`config.mk`:
```
export PLATFORM = sky130hd
export DESIGN_NAME = sys_cmd_ctrl_flat
export DESIGN_NICKNAME = d
export VERILOG_FILES = /design/src/rtl/sys_cmd_ctrl_if.sv /design/src/rtl/sys_cmd_ctrl.sv /design/src/flat_wrapper.sv
export SDC_FILE = /design/constraint.sdc
export NUM_CORES = 1
export LEC_CHECK = 0
export ABC_AREA = 1
export CORE_MARGIN = 4
export CORE_UTILIZATION = 55
export DETAILED_ROUTE_END_ITERATION = 12
export DONT_BUFFER_PORTS = 1
export GPL_ROUTABILITY_DRIVEN = 0
export PLACE_DENSITY = 0.68
export SLEW_MARGIN = 5
export SYNTH_ARGS = -nofsm -noshare
export SYNTH_HDL_FRONTEND = slang
export SYNTH_SLANG_ARGS = --single-unit
```
`constraint.sdc`:
```
create_clock -name clk -period 3.2 [get_ports clk]
set_clock_uncertainty 0.1 [all_clocks]
set_input_delay 0.48 -clock clk [delete_from_list [all_inputs] [get_ports clk]]
set_output_delay 0.48 -clock clk [all_outputs]
set_load 0.005 [all_outputs]
```
`src/rtl/sys_cmd_ctrl_if.sv`:
```
// Signal bundle between the command sequencer and its UART RX, register file,
// ALU and TX FIFO neighbours. The master modport is the sequencer's view.
interface sys_cmd_ctrl_if #(
  parameter int DATA_WIDTH = 8,
  parameter int ADDR_WIDTH = 4
);
  logic [DATA_WIDTH-1:0]   rx_data;
  logic                    rx_valid;
  logic [DATA_WIDTH-1:0]   rf_rd_data;
  logic                    rf_rd_valid;
  logic [2*DATA_WIDTH-1:0] alu_out;
  logic                    alu_valid;
  logic                    fifo_full;
  logic                    rf_wr_en;
  logic                    rf_rd_en;
  logic [ADDR_WIDTH-1:0]   rf_addr;
  logic [DATA_WIDTH-1:0]   rf_wr_data;
  logic                    alu_en;
  logic [3:0]              alu_fun;
  logic                    clk_gate_en;
  logic [DATA_WIDTH-1:0]   tx_data;
  logic                    tx_wr_en;
  logic                    cmd_err;

  modport master (
    input  rx_data, rx_valid, rf_rd_data, rf_rd_valid, alu_out, alu_valid, fifo_full,
    output rf_wr_en, rf_rd_en, rf_addr, rf_wr_data, alu_en, alu_fun, clk_gate_en,
           tx_data, tx_wr_en, cmd_err
  );

  modport slave (
    output rx_data, rx_valid, rf_rd_data, rf_rd_valid, alu_out, alu_valid, fifo_full,
    input  rf_wr_en, rf_rd_en, rf_addr, rf_wr_data, alu_en, alu_fun, clk_gate_en,
           tx_data, tx_wr_en, cmd_err
  );
endinterface

```
`src/rtl/sys_cmd_ctrl.sv`:
```
// Command sequencer: decodes the UART byte protocol (write, read, ALU with and
// without operands) and drives register file, ALU, ALU clock gate and TX FIFO.
module sys_cmd_ctrl #(
  parameter int DATA_WIDTH = 8,
  parameter int ADDR_WIDTH = 4
) (
  input logic             clk,
  input logic             reset,
  sys_cmd_ctrl_if.master  bus
);

  typedef enum logic [3:0] {
    IDLE, WR_ADDR, WR_DATA, RD_ADDR, RD_WAIT, TX_RD,
    OP_A, OP_B, FUN, ALU_WAIT, TX_LO, TX_HI
  } state_t;

  localparam logic [DATA_WIDTH-1:0] OPC_WR  = DATA_WIDTH'(8'hAA);
  localparam logic [DATA_WIDTH-1:0] OPC_RD  = DATA_WIDTH'(8'hBB);
  localparam logic [DATA_WIDTH-1:0] OPC_ALU = DATA_WIDTH'(8'hCC);
  localparam logic [DATA_WIDTH-1:0] OPC_FUN = DATA_WIDTH'(8'hDD);

  state_t state, state_nx;

  logic                    rf_wr_en_q, rf_wr_en_nx;
  logic                    rf_rd_en_q, rf_rd_en_nx;
  logic [ADDR_WIDTH-1:0]   rf_addr_q, rf_addr_nx;
  logic [DATA_WIDTH-1:0]   rf_wr_data_q, rf_wr_data_nx;
  logic                    alu_en_q, alu_en_nx;
  logic [3:0]              alu_fun_q, alu_fun_nx;
  logic                    clk_gate_en_q, clk_gate_en_nx;
  logic [DATA_WIDTH-1:0]   tx_data_q, tx_data_nx;
  logic                    tx_wr_en_q, tx_wr_en_nx;
  logic                    cmd_err_q, cmd_err_nx;

  logic [2*DATA_WIDTH-1:0] hold;
  logic                    hold_ld_rd;
  logic                    hold_ld_alu;

  // Opcode byte to first collecting state; IDLE marks an unknown command.
  function automatic state_t decode_opcode(input logic [DATA_WIDTH-1:0] b);
    state_t s;
    s = IDLE;
    if (b == OPC_WR)       s = WR_ADDR;
    else if (b == OPC_RD)  s = RD_ADDR;
    else if (b == OPC_ALU) s = OP_A;
    else if (b == OPC_FUN) s = FUN;
    return s;
  endfunction

  always_comb begin
    state_nx       = state;
    rf_wr_en_nx    = 1'b0;
    rf_rd_en_nx    = 1'b0;
    alu_en_nx      = 1'b0;
    tx_wr_en_nx    = 1'b0;
    cmd_err_nx     = 1'b0;
    rf_addr_nx     = rf_addr_q;
    rf_wr_data_nx  = rf_wr_data_q;
    alu_fun_nx     = alu_fun_q;
    clk_gate_en_nx = clk_gate_en_q;
    tx_data_nx     = tx_data_q;
    hold_ld_rd     = 1'b0;
    hold_ld_alu    = 1'b0;

    case (state)
      IDLE: begin
        if (bus.rx_valid) begin
          state_nx   = decode_opcode(bus.rx_data);
          cmd_err_nx = (decode_opcode(bus.rx_data) == IDLE);
        end
      end
      WR_ADDR: begin
        if (bus.rx_valid) begin
          rf_addr_nx = bus.rx_data[ADDR_WIDTH-1:0];
          state_nx   = WR_DATA;
        end
      end
      WR_DATA: begin
        if (bus.rx_valid) begin
          rf_wr_data_nx = bus.rx_data;
          rf_wr_en_nx   = 1'b1;
          state_nx      = IDLE;
        end
      end
      RD_ADDR: begin
        if (bus.rx_valid) begin
          rf_addr_nx  = bus.rx_data[ADDR_WIDTH-1:0];
          rf_rd_en_nx = 1'b1;
          state_nx    = RD_WAIT;
        end
      end
      RD_WAIT: begin
        // Push straight through when the FIFO has room so the byte leaves one
        // cycle after rf_rd_valid; otherwise park it for TX_RD.
        if (bus.rf_rd_valid) begin
          if (!bus.fifo_full) begin
            tx_data_nx  = bus.rf_rd_data;
            tx_wr_en_nx = 1'b1;
            state_nx    = IDLE;
          end else begin
            hold_ld_rd = 1'b1;
            state_nx   = TX_RD;
          end
        end
      end
      TX_RD: begin
        if (!bus.fifo_full) begin
          tx_data_nx  = hold[DATA_WIDTH-1:0];
          tx_wr_en_nx = 1'b1;
          state_nx    = IDLE;
        end
      end
      OP_A: begin
        if (bus.rx_valid) begin
          rf_addr_nx    = ADDR_WIDTH'(0);
          rf_wr_data_nx = bus.rx_data;
          rf_wr_en_nx   = 1'b1;
          state_nx      = OP_B;
        end
      end
      OP_B: begin
        if (bus.rx_valid) begin
          rf_addr_nx    = ADDR_WIDTH'(1);
          rf_wr_data_nx = bus.rx_data;
          rf_wr_en_nx   = 1'b1;
          state_nx      = FUN;
        end
      end
      FUN: begin
        if (bus.rx_valid) begin
          alu_fun_nx     = bus.rx_data[3:0];
          alu_en_nx      = 1'b1;
          clk_gate_en_nx = 1'b1;
          state_nx       = ALU_WAIT;
        end
      end
      ALU_WAIT: begin
        // The ALU clock stays ungated until its result is captured.
        if (bus.alu_valid) begin
          hold_ld_alu    = 1'b1;
          clk_gate_en_nx = 1'b0;
          state_nx       = TX_LO;
        end
      end
      TX_LO: begin
        if (!bus.fifo_full) begin
          tx_data_nx  = hold[DATA_WIDTH-1:0];
          tx_wr_en_nx = 1'b1;
          state_nx    = TX_HI;
        end
      end
      TX_HI: begin
        if (!bus.fifo_full) begin
          tx_data_nx  = hold[2*DATA_WIDTH-1:DATA_WIDTH];
          tx_wr_en_nx = 1'b1;
          state_nx    = IDLE;
        end
      end
      default: state_nx = IDLE;
    endcase
  end

  always_ff @(posedge clk or negedge reset) begin
    if (!reset) begin
      state         <= IDLE;
      rf_wr_en_q    <= 1'b0;
      rf_rd_en_q    <= 1'b0;
      rf_addr_q     <= '0;
      rf_wr_data_q  <= '0;
      alu_en_q      <= 1'b0;
      alu_fun_q     <= '0;
      clk_gate_en_q <= 1'b0;
      tx_data_q     <= '0;
      tx_wr_en_q    <= 1'b0;
      cmd_err_q     <= 1'b0;
    end else begin
      state         <= state_nx;
      rf_wr_en_q    <= rf_wr_en_nx;
      rf_rd_en_q    <= rf_rd_en_nx;
      rf_addr_q     <= rf_addr_nx;
      rf_wr_data_q  <= rf_wr_data_nx;
      alu_en_q      <= alu_en_nx;
      alu_fun_q     <= alu_fun_nx;
      clk_gate_en_q <= clk_gate_en_nx;
      tx_data_q     <= tx_data_nx;
      tx_wr_en_q    <= tx_wr_en_nx;
      cmd_err_q     <= cmd_err_nx;
    end
  end

  // Response holding register is pure data; its contents only matter after a load.
  always_ff @(posedge clk) begin
    if (hold_ld_alu)
      hold <= bus.alu_out;
    else if (hold_ld_rd)
      hold <= {{DATA_WIDTH{1'b0}}, bus.rf_rd_data};
  end

  assign bus.rf_wr_en    = rf_wr_en_q;
  assign bus.rf_rd_en    = rf_rd_en_q;
  assign bus.rf_addr     = rf_addr_q;
  assign bus.rf_wr_data  = rf_wr_data_q;
  assign bus.alu_en      = alu_en_q;
  assign bus.alu_fun     = alu_fun_q;
  assign bus.clk_gate_en = clk_gate_en_q;
  assign bus.tx_data     = tx_data_q;
  assign bus.tx_wr_en    = tx_wr_en_q;
  assign bus.cmd_err     = cmd_err_q;

endmodule
```
`src/flat_wrapper.sv`:
```
// flat-port wrapper written by rule: the top's interface ports become plain ports
module sys_cmd_ctrl_flat 
#(
  parameter int DATA_WIDTH = 8,
  parameter int ADDR_WIDTH = 4
)
  (clk, reset, bus_rx_data, bus_rx_valid, bus_rf_rd_data, bus_rf_rd_valid, bus_alu_out, bus_alu_valid, bus_fifo_full, bus_rf_wr_en, bus_rf_rd_en, bus_rf_addr, bus_rf_wr_data, bus_alu_en, bus_alu_fun, bus_clk_gate_en, bus_tx_data, bus_tx_wr_en, bus_cmd_err);
  sys_cmd_ctrl_if #(.DATA_WIDTH(DATA_WIDTH), .ADDR_WIDTH(ADDR_WIDTH)) bus_i ();
  input logic clk;
  input logic reset;
  input wire logic [$bits(bus_i.rx_data)-1:0] bus_rx_data;
  input wire logic [$bits(bus_i.rx_valid)-1:0] bus_rx_valid;
  input wire logic [$bits(bus_i.rf_rd_data)-1:0] bus_rf_rd_data;
  input wire logic [$bits(bus_i.rf_rd_valid)-1:0] bus_rf_rd_valid;
  input wire logic [$bits(bus_i.alu_out)-1:0] bus_alu_out;
  input wire logic [$bits(bus_i.alu_valid)-1:0] bus_alu_valid;
  input wire logic [$bits(bus_i.fifo_full)-1:0] bus_fifo_full;
  output wire logic [$bits(bus_i.rf_wr_en)-1:0] bus_rf_wr_en;
  output wire logic [$bits(bus_i.rf_rd_en)-1:0] bus_rf_rd_en;
  output wire logic [$bits(bus_i.rf_addr)-1:0] bus_rf_addr;
  output wire logic [$bits(bus_i.rf_wr_data)-1:0] bus_rf_wr_data;
  output wire logic [$bits(bus_i.alu_en)-1:0] bus_alu_en;
  output wire logic [$bits(bus_i.alu_fun)-1:0] bus_alu_fun;
  output wire logic [$bits(bus_i.clk_gate_en)-1:0] bus_clk_gate_en;
  output wire logic [$bits(bus_i.tx_data)-1:0] bus_tx_data;
  output wire logic [$bits(bus_i.tx_wr_en)-1:0] bus_tx_wr_en;
  output wire logic [$bits(bus_i.cmd_err)-1:0] bus_cmd_err;
  assign bus_i.rx_data = bus_rx_data;
  assign bus_i.rx_valid = bus_rx_valid;
  assign bus_i.rf_rd_data = bus_rf_rd_data;
  assign bus_i.rf_rd_valid = bus_rf_rd_valid;
  assign bus_i.alu_out = bus_alu_out;
  assign bus_i.alu_valid = bus_alu_valid;
  assign bus_i.fifo_full = bus_fifo_full;
  assign bus_rf_wr_en = bus_i.rf_wr_en;
  assign bus_rf_rd_en = bus_i.rf_rd_en;
  assign bus_rf_addr = bus_i.rf_addr;
  assign bus_rf_wr_data = bus_i.rf_wr_data;
  assign bus_alu_en = bus_i.alu_en;
  assign bus_alu_fun = bus_i.alu_fun;
  assign bus_clk_gate_en = bus_i.clk_gate_en;
  assign bus_tx_data = bus_i.tx_data;
  assign bus_tx_wr_en = bus_i.tx_wr_en;
  assign bus_cmd_err = bus_i.cmd_err;
  sys_cmd_ctrl #(.DATA_WIDTH(DATA_WIDTH), .ADDR_WIDTH(ADDR_WIDTH)) u_core (.clk(clk), .reset(reset), .bus(bus_i));
endmodule
```
==> flow_summary.json, run 1 <==
{
  "die_h_um": 75.54,
  "cts_resized": 0,
  "grt_pass1_vias": 1728,
  "io_pins": 68,
  "period_share_pct": 56.41,
  "clkPwrFrac_pct": 24.9,
  "insertedDiodeCount": 0,
  "dr_total_vias": 1840,
  "period_needed_ns": 1.805,
  "r2r_setup_slack_ns": 1.39,
  "firstDrtPassIters": 4,
  "maxCapViolCount": 0,
  "internal-power_mw": 1.211,
  "pre_cts_ws_ns": 1.408,
  "power_frac_comb_pct": 24.2,
  "slew-limit-headroom_pct": 78.13,
  "maxSlewViolCount": 0,
  "cts_buffer_depth": 2,
  "antenna_found_initial": 0,
  "switching_share_pct": 34.07,
  "clk_latency_ns": 0.30,
  "yosys_warnings": 0,
  "drt_iter0_drc": 94,
  "rows": 24,
  "synth_area_um2": 2509,
  "drc": 0,
  "fp.dieW_um": 75.54,
  "ys_ff_latch": 50,
  "whs_ns": 0.1895,
  "final_nets": 337,
  "synthCells": 291,
  "wl_per_cell_um": 14.61,
  "start_util_pct": 57.22,
  "track_usage_pct": 19.05,
  "yosysSeqAreaShare_pct": 53.07,
  "cp_max_fo": 17,
  "grt_pass1_wl_um": 8155,
  "min_path_type": "in -> reg",
  "p_per_area_nw_per_um2": 679.0,
  "fmax_mhz": 554.0,
  "port_buffers": 0,
  "grt_max_degree": 35,
  "startpoint_type": "flop",
  "vias_per_cell": 5.227,
  "cts-buffers-inserted": 5,
  "synth_cell_types": 25,
  "power_leakage_nw": 1.392,
  "htreeDepth": 2,
  "required_ns": 3.10,
  "rsz0062_at_grt": "no",
  "avgSynthCellArea_um2": 8.621,
  "cp_data_arrival_time_ns": 1.70,
  "core_um2": 4384,
  "p_sw_uw": 625.8,
  "syn_nets": 329,
  "n_fill_cell": 383,
  "finalHoldViolCount": 0,
  "drive_gt1_share_pct": 11.00,
  "setup_viol": 0,
  "cts_setup_buffers": 0,
  "tns_ns": 0,
  "drt-total-wl_um": 5143,
  "outcome": "completed",
  "crit_type": "reg -> reg",
  "area_growth_syn_to_layout_pct": 7.830,
  "worst_slack_ns": 1.395,
  "dieArea_um2": 5706,
  "p_seq_share_pct": 50.9,
  "peakVddDrop_mv": 0.3564,
  "clk_pin_slew_ns": 0.08,
  "power_mw": 1.837,
  "ant_nets": 0,
  "worstMarginPinSlew_ns": 0.3269,
  "overflow": 0,
  "cts_root_buffer": "clkbuf_8",
  "cts_tree": "done",
  "hpwl_um": 3914,
  "cp-end-kind": "flop",
  "cts.sinks": 50
}
==> synth_stat cells <==
| master | number | share of area (%) |
|---|---|---|
| nor2_4 | 3 | 1.3 |
| edfxtp_1 | 16 | 19 |
| nand2_4 | 3 | 1.3 |
| mux2_2 | 7 | 3.1 |
| nor3_1 | 4 | 0.80 |
| nand3_4 | 1 | 0.70 |
| a21boi_0 | 8 | 2.4 |
| o21ai_0 | 17 | 3.4 |
| o211ai_1 | 2 | 0.60 |
| nand3b_2 | 1 | 0.45 |
| nor2_1 | 23 | 3.4 |
| a21oi_1 | 3 | 0.60 |
| nand3b_1 | 1 | 0.30 |
| nand2_2 | 1 | 0.25 |
| nor2_2 | 1 | 0.25 |
| inv_2 | 3 | 0.45 |
| mux2_4 | 1 | 0.60 |
| nand2_1 | 108 | 16 |
| a21oi_4 | 1 | 0.65 |
| nand3_1 | 19 | 3.8 |
| inv_1 | 29 | 4.3 |
| nand4_1 | 1 | 0.25 |
| dfrtp_1 | 34 | 34 |
| nand3_2 | 2 | 0.80 |
| buf_6 | 2 | 0.90 |
==> worst paths after layout <==
kind / start / end / cells past startpoint
max: u_core.state[0] / u_core.hold[13] / 5
min: bus_rx_data[7] / u_core.bus.rf_wr_data[7] / 2
max reg2reg: u_core.state[0] / u_core.hold[13] / 5
min reg2reg: u_core.bus.rf_wr_data[7] / u_core.bus.rf_wr_data[7] / 2
max in group asynchronous: reset / u_core.state[1] / 2
min in group asynchronous: reset / u_core.bus.tx_data[1] / 2
==> flip-flops by register name, indices dropped and copies added, names as in the netlist <==
signal,count
u_core.bus.rf_wr_en,1
u_core.hold,16
u_core.bus.clk_gate_en,1
u_core.bus.cmd_err,1
u_core.bus.rf_addr,4
u_core.bus.rf_rd_en,1
u_core.bus.tx_wr_en,1
u_core.bus.alu_en,1
u_core.bus.rf_wr_data,8
u_core.bus.tx_data,8
u_core.bus.alu_fun,4
u_core.state,4
==> final cells by class <==
cell class,instances,area (µm²),area share (%)
Sequential cell,50,1331,49.21
Multi-Input combinational cell,207,1035,38.25
Inverter,32,120.1,4.440
Clock buffer,7,86.33,3.191
Tap cell,52,65.06,2.405
Timing Repair Buffer,3,37.54,1.388
Clock inverter,1,30.03,1.110
==> timing repair <==
| item | 4_1_cts | 5_1_grt |
|---|---|---|
| endpoints found under the hold margin | 34 | 0 |
| hold buffers | 2 | 0 |
| endpoints found under the setup margin | 0 | 0 |
==> through the flow <==
stage          area [µm²]  utilization (%)  cells
2_1_floorplan        2509                -    291
3_3_place_gp         2559            58.36    342
3_5_place_dp         2559            58.36    342
4_1_cts              2705            61.70    352
5_1_grt              2705            61.70    352
6_report             2705            61.70    352
==> worst max-delay path, stage by stage, from the launching register on <==
cell and delay, ns:
dfrtp_1 0.44, inv_1 0.11, nor2_2 0.21, nand3_4 0.24, o21ai_1 0.14, buf_4 0.25
==> layout by cell type, fill, tap and decap left out <==
master / n
bufinv_16: 1
nand2_2: 1
nand3_4: 1
buf_12: 1
nor3_1: 4
a21oi_4: 1
nand3b_2: 1
nor2_4: 3
nand2_4: 3
nand3_2: 2
a21boi_0: 8
dlygate4sd3_1: 1
mux2_4: 1
inv_1: 29
a21oi_1: 3
nand2_1: 108
edfxtp_1: 16
nor2_1: 23
clkbuf_8: 6
nand4_1: 1
buf_4: 1
mux2_2: 7
o211ai_1: 2
nand3_1: 19
nor2_2: 1
o21ai_0: 16
nand3b_1: 1
clkbuf_1: 1
dfrtp_1: 34
inv_2: 3
o21ai_1: 1
==> power by group through the flow <==
stage / Sequential, mW / Combinational [mW] / Clock [mW]
after floorplan: 0.918 / 0.358 / 0
after global placement: 0.946 / 0.422 / 0
after detailed placement: 0.953 / 0.430 / 0
after CTS: 0.940 / 0.445 / 0.467
after global routing: 0.960 / 0.521 / 0.497
final: 0.935 / 0.445 / 0.457
==> routing by layer <==
layer / part of all wire, % / global-route usage [%]
met4: 1.2 / 5.631
met3: 8.7 / 6.069
met5: 0 / 0
met1: 45 / 26.79
met2: 45 / 28.28
==> logic make-up after synthesis <==
family,Yosys count,share of synthesized area [%]
AO/OA/AOI/OAI,31,7.631
buffers and inverters,34,5.686
flip-flops,50,53.07
multiplexers,8,3.741
AND/OR/NAND/NOR,168,29.88
Note: power is estimated with default switching activity, not from simulation.
==> run 2: changes to the inputs <==
--- a/config.mk
+++ b/config.mk
@@ -11,7 +11,7 @@
 export DETAILED_ROUTE_END_ITERATION = 12
 export DONT_BUFFER_PORTS = 1
 export GPL_ROUTABILITY_DRIVEN = 0
-export PLACE_DENSITY = 0.68
+export PLACE_DENSITY = 0.71
 export SLEW_MARGIN = 5
 export SYNTH_ARGS = -nofsm -noshare
 export SYNTH_HDL_FRONTEND = slang
==> constraint.sdc (replaced) <==
create_clock -name clk -period 1.55 [get_ports clk]
set_clock_uncertainty 0.1 [all_clocks]
set_input_delay 0.2325 -clock clk [delete_from_list [all_inputs] [get_ports clk]]
set_output_delay 0.2325 -clock clk [all_outputs]
set_load 0.005 [all_outputs]
==> run 2 against run 1 <==
  * The run now ends with negative setup slack left
  * Setup slack worse by 1.5 ns
  * Global-route usage up 1.8 points
  * Count of clock-buffer cells in the layout down 2
  * Maximum frequency up 12%
  * Via count up 9.3%
  * Power up 130%
  * Critical path type unchanged
  * Critical endpoint is now u_core.hold[5]
  * Largest power group unchanged
==> flow_summary.json, run 2 (same netlist as run 1, synthesis figures left out) <==
{
  "rows": 24,
  "antenna_found_initial": 0,
  "cp_slowest_cell": "dfrtp_2",
  "fmax_mhz": 621.8,
  "violations": "negative setup slack",
  "drt_iter0_drc": 135,
  "firstDrtPassIters": 4,
  "htreeDepth": 2,
  "cts_tree": "done",
  "p_per_area_nw_per_um2": 1329,
  "power_mw": 4.167,
  "grt_pass1_wl_um": 8825,
  "insertedDiodeCount": 0,
  "worstMarginPinSlew_ns": 0.2834,
  "cts_buffer_depth": 2,
  "final_nets": 366,
  "core_um2": 4384,
  "final_common_cell": "nand2_1",
  "ant_nets": 0,
  "setup_viol": 24,
  "drt-total-wl_um": 5777,
  "clk_latency_ns": 0.30,
  "cts.sinks": 50,
  "layout_common_cells": "nand2_1 (89), dfrtp_1 (30), inv_1 (24), nor2_1 (19), nand2_2 (17)",
  "port_buffers": 0,
  "cts-buffers-inserted": 5,
  "maxCapViolCount": 0,
  "startpoint_type": "flop",
  "die_h_um": 75.54,
  "grt_pass1_vias": 1829,
  "tns_ns": -0.8464,
  "cp_max_fo": 10,
  "fp.dieW_um": 75.54,
  "dr_total_vias": 2011,
  "slew-limit-headroom_pct": 81.06,
  "cp-end-kind": "flop",
  "slowest_delay_ns": 0.45,
  "cts_root_buffer": "clkbuf_8",
  "hpwl_um": 3984,
  "finalHoldViolCount": 0,
  "place_area_um2": 2704,
  "drive_gt1_share_pct": 28.88,
  "path_cells": "inv_4 > nor2_4 > nand3_4 > mux2_4",
  "period_share_pct": 103.8,
  "crit_type": "reg -> reg",
  "maxSlewViolCount": 0,
  "vias_per_cell": 5.278,
  "peakVddDrop_mv": 0.7613,
  "cp_data_arrival_time_ns": 1.56,
  "track_usage_pct": 20.81,
  "drc": 0,
  "overflow": 0,
  "grt_max_degree": 35,
  "largest_reg_flops": 16,
  "regMostFlops": "u_core.hold",
  "outcome": "finished with violations",
  "rsz0062_at_grt": "yes",
  "area_growth_syn_to_layout_pct": 24.99,
  "power_leakage_nw": 1.574,
  "design_area_um2": 3136,
  "io_pins": 68,
  "cpLargestDelayFamily": "flip-flops",
  "min_path_type": "in -> reg",
  "required_ns": 1.50,
  "start_util_pct": 57.22,
  "clk_pin_slew_ns": 0.09,
  "wl_per_cell_um": 15.16,
  "dieArea_um2": 5706,
  "period_needed_ns": 1.608,
  "crit_buf_inv": 1,
  "worst_slack_ns": -0.05819
}
==> run 2: changes by cell type in the layout (fill, tap and decap cells not counted), sizes merged <==
cell	previous run	this run
clkinv	0	2
clkinvlp	0	1
nand2	112	113
bufinv	1	0
buf	2	22
dlygate4sd3	1	9
clkbuf	7	5
==> run 2: worst register-to-register path, delay by kind of cell (launching register included) <==
family	cells	cell delay, ns
buffers and inverters	1	0.07
flip-flops	1	0.45
multiplexers	1	0.34
AND/OR/NAND/NOR	2	0.39
==> run 2: what timing repair did <==
action,in CTS,in global routing
pin swaps,5,15
gates cloned,0,1
endpoints found under the setup margin,39,48
hold endpoints to repair,41,2
resized for setup,19,42
hold buffers,8,2
setup buffers,5,2
==> run 2: layer usage <==
metal | part of all wire [%] | up-vias | global-route usage (%)
li1 | - | 1015 | -
met1 | 42 | 923 | 27.34
met2 | 49 | 69 | 33.37
met3 | 8.7 | 4 | 6.860
met4 | 0.83 | 0 | 5.243
met5 | 0 | - | 0
==> run 2: final timing paths <==
| check | from | end | slack [ns] | cells after the start |
|---|---|---|---|---|
| min in group asynchronous | reset | u_core.bus.rf_rd_en | 0.30 | 2 |
| setup / recovery | u_core.state[0] | u_core.hold[5] | -0.06 | 4 |
| hold / removal | bus_rx_data[0] | u_core.bus.rf_addr[0] | 0.01 | 2 |
| hold reg to reg | u_core.bus.rf_wr_data[2] | u_core.bus.rf_wr_data[2] | 0.42 | 2 |
| setup reg to reg | u_core.state[0] | u_core.hold[5] | -0.06 | 4 |
| max in group asynchronous | reset | u_core.state[2] | 0.87 | 2 |
==> run 2: report_power, final <==
group | total (mW) | switching [mW] | internal [mW]
clock network | 0.727 | 0.418 | 0.309
logic | 1.49 | 0.852 | 0.639
registers | 1.95 | 0.276 | 1.67
==> run 2: final cells by class <==
class,count,area [µm²]
sequential,50,1336
clock buffer,5,68.82
fill,326,1249
inverter,32,130.1
clock inverter,3,16.27
timing repair buffer,31,307.8
tap,52,65.06
multi-input combinational,208,1211
==> run 2: per-stage QoR <==
stage | setup slack [ns] | std cells | hold WS (ns) | util [%]
after floorplan | -0.02561 | 291 | -0.1631 | -
after global placement | -0.08378 | 356 | -0.1623 | 61.67
after detailed placement | -0.1104 | 356 | -0.1623 | 61.67
after CTS | -0.01305 | 376 | 0.004932 | 68.04
after global routing | -0.08731 | 381 | 0.02521 | 71.52
final | -0.05819 | 381 | 0.01495 | 71.52
==> run 3: changes to the inputs <==
--- a/config.mk
+++ b/config.mk
@@ -11,7 +11,8 @@
 export DETAILED_ROUTE_END_ITERATION = 12
 export DONT_BUFFER_PORTS = 1
 export GPL_ROUTABILITY_DRIVEN = 0
-export PLACE_DENSITY = 0.71
+export GPL_TIMING_DRIVEN = 0
+export PLACE_DENSITY = 0.68
 export SLEW_MARGIN = 5
 export SYNTH_ARGS = -nofsm -noshare
 export SYNTH_HDL_FRONTEND = slang
==> constraint.sdc (replaced) <==
create_clock -name clk -period 1.65 [get_ports clk]
set_clock_uncertainty 0.1 [all_clocks]
set_input_delay 0.2475 -clock clk [delete_from_list [all_inputs] [get_ports clk]]
set_output_delay 0.2475 -clock clk [all_outputs]
set_load 0.005 [all_outputs]
==> run 3 against run 2 <==
  * Via count down 4.7%
  * Critical endpoint is now u_core.bus.tx_data[3]
  * Setup slack gained 0.069 ns
  * Critical path depth is 4 higher
  * Global-route usage fell by 0.70 points
  * Largest power group unchanged
  * Register-to-register slack improved by 0.07 ns
  * Combinational power decreased by 30%
  * Clock power grew 21%
  * Wire length is 3.6% lower
  * The flow now finishes without violations
  * First-iteration DRC count fell by 40%
  * Non-clock buffer count decreased by 12
  * Cell count down 3.4%
  * Maximum frequency decreased by 1.9%
==> flow_summary.json, run 3 (same netlist as run 1, synthesis figures left out) <==
{
  "outcome": "completed",
  "fin_cells": 368,
  "dr_total_vias": 1917,
  "insertedDiodeCount": 0,
  "cts.sinks": 50,
  "n_fill_cell": 373,
  "wl_per_cell_um": 15.13,
  "port_buffers": 0,
  "regMostFlops": "u_core.hold",
  "period_share_pct": 99.33,
  "cts-buffers-inserted": 5,
  "min-delay-start": "bus_rx_data[1]",
  "r2r_setup_slack_ns": 0.01,
  "slew-limit-headroom_pct": 81.88,
  "final_common_cell": "nand2_1",
  "clk_latency_ns": 0.30,
  "drt_iter0_drc": 81,
  "firstDrtPassIters": 4,
  "die_h_um": 75.54,
  "grt_pass1_wl_um": 8507,
  "vias_per_cell": 5.209,
  "required_ns": 1.75,
  "min_path_type": "in -> reg",
  "cp_data_arrival_time_ns": 1.74,
  "maxCapViolCount": 0,
  "p_per_area_nw_per_um2": 1278,
  "tns_ns": 0,
  "core_um2": 4384,
  "final_nets": 353,
  "worstMarginPinSlew_ns": 0.2697,
  "start_util_pct": 57.22,
  "htreeDepth": 2,
  "power_leakage_nw": 1.477,
  "drc": 0,
  "worstRegToRegCells": 8,
  "drive_gt1_share_pct": 20.57,
  "rows": 24,
  "overflow": 0,
  "antenna_found_initial": 0,
  "hpwl_um": 4039,
  "peakVddDrop_mv": 0.8181,
  "clk_pin_slew_ns": 0.09,
  "track_usage_pct": 20.11,
  "grt_pass1_vias": 1834,
  "rsz0062_at_grt": "yes",
  "io_pins": 68,
  "cp-end-kind": "flop",
  "cts_root_buffer": "clkbuf_8",
  "area_growth_syn_to_layout_pct": 16.81,
  "cp_max_fo": 6,
  "cts_tree": "done",
  "cp-startpoint": "u_core.state[2]",
  "drt-total-wl_um": 5567,
  "setup_viol": 0,
  "grt_max_degree": 35,
  "maxSlewViolCount": 0,
  "ant_nets": 0,
  "period_needed_ns": 1.639,
  "layout_common_cells": "nand2_1 (104), dfrtp_1 (30), inv_1 (26), nor2_1 (18), nand3_1 (18)",
  "startpoint_type": "flop",
  "dieArea_um2": 5706,
  "largest_reg_flops": 16,
  "finalHoldViolCount": 0,
  "cts_buffer_depth": 2,
  "crit_type": "reg -> reg",
  "final_util_pct": 66.84,
  "fmax_mhz": 610.1,
  "r2r-start": "u_core.state[2]",
  "place_inst": 343,
  "fp.dieW_um": 75.54,
  "hold_depth": 2
}
[run 3: worst max-delay path, stage by stage, from the launching register on]
cell     delay [ns]
dfrtp_2        0.42
inv_1          0.10
nor2_4         0.20
nand2_1        0.17
nand3_4        0.16
nand2_4        0.10
buf_2          0.17
nand3_1        0.07
nand2_1        0.05
[run 3: repair_timing]
item                                    4_1_cts  5_1_grt
buffers inserted                              6        6
pin swaps                                     3        4
resized for setup                             6       18
gates cloned                                  0        0
endpoints found under the setup margin       26       36
hold buffers                                  4        1
endpoints found under the hold margin        36        1
[run 3: worst paths after layout]
check / endpoint
worst max-delay path: u_core.bus.tx_data[3]
worst min-delay path: u_core.bus.rf_addr[1]
worst max register to register: u_core.bus.tx_data[3]
worst min register to register: u_core.bus.rf_wr_data[7]
max in group asynchronous: u_core.state[2]
min in group asynchronous: u_core.bus.tx_data[2]
[run 3: layer usage]
layer	global-route usage (%)	wire length [µm]	vias to the layer above
met5	0	0	-
met4	5.243	55	0
met3	6.332	386	6
met2	31.83	2639	49
met1	26.90	2487	878
li1	-	-	984
[run 3: cell type report]
class	count	area (µm²)	share of cell area, %
Timing Repair Buffer	17	172.7	5.892
Inverter	32	120.1	4.099
Buffer	2	22.52	0.7686
Tap cell	52	65.06	2.220
Sequential cell	50	1336	45.60
Multi-Input combinational cell	207	1097	37.45
Clock inverter	1	30.03	1.025
Clock buffer	7	86.33	2.946
[run 3: where the power goes]
group	leakage (nW)	total, mW	internal [mW]	switching (mW)
combinational	0.815	1.04	0.404	0.632
clock	0.0585	0.877	0.494	0.383
sequential	0.604	1.83	1.57	0.261
total	1.48	3.75	2.47	1.28
[run 3: stage by stage]
step           hold slack, ns  instance area (µm²)  power [mW]  setup WS, ns
3_3_place_gp          -0.1474                 2585       2.659       -0.2039
5_1_grt               0.01356                 2930       4.031      -0.07637
4_1_cts              0.003135                 2835       3.687      0.005043
3_5_place_dp          -0.1474                 2585       2.690       -0.2151
2_1_floorplan         -0.1481                 2520       2.477       0.01266
6_report              0.01031                 2930       3.746       0.01105
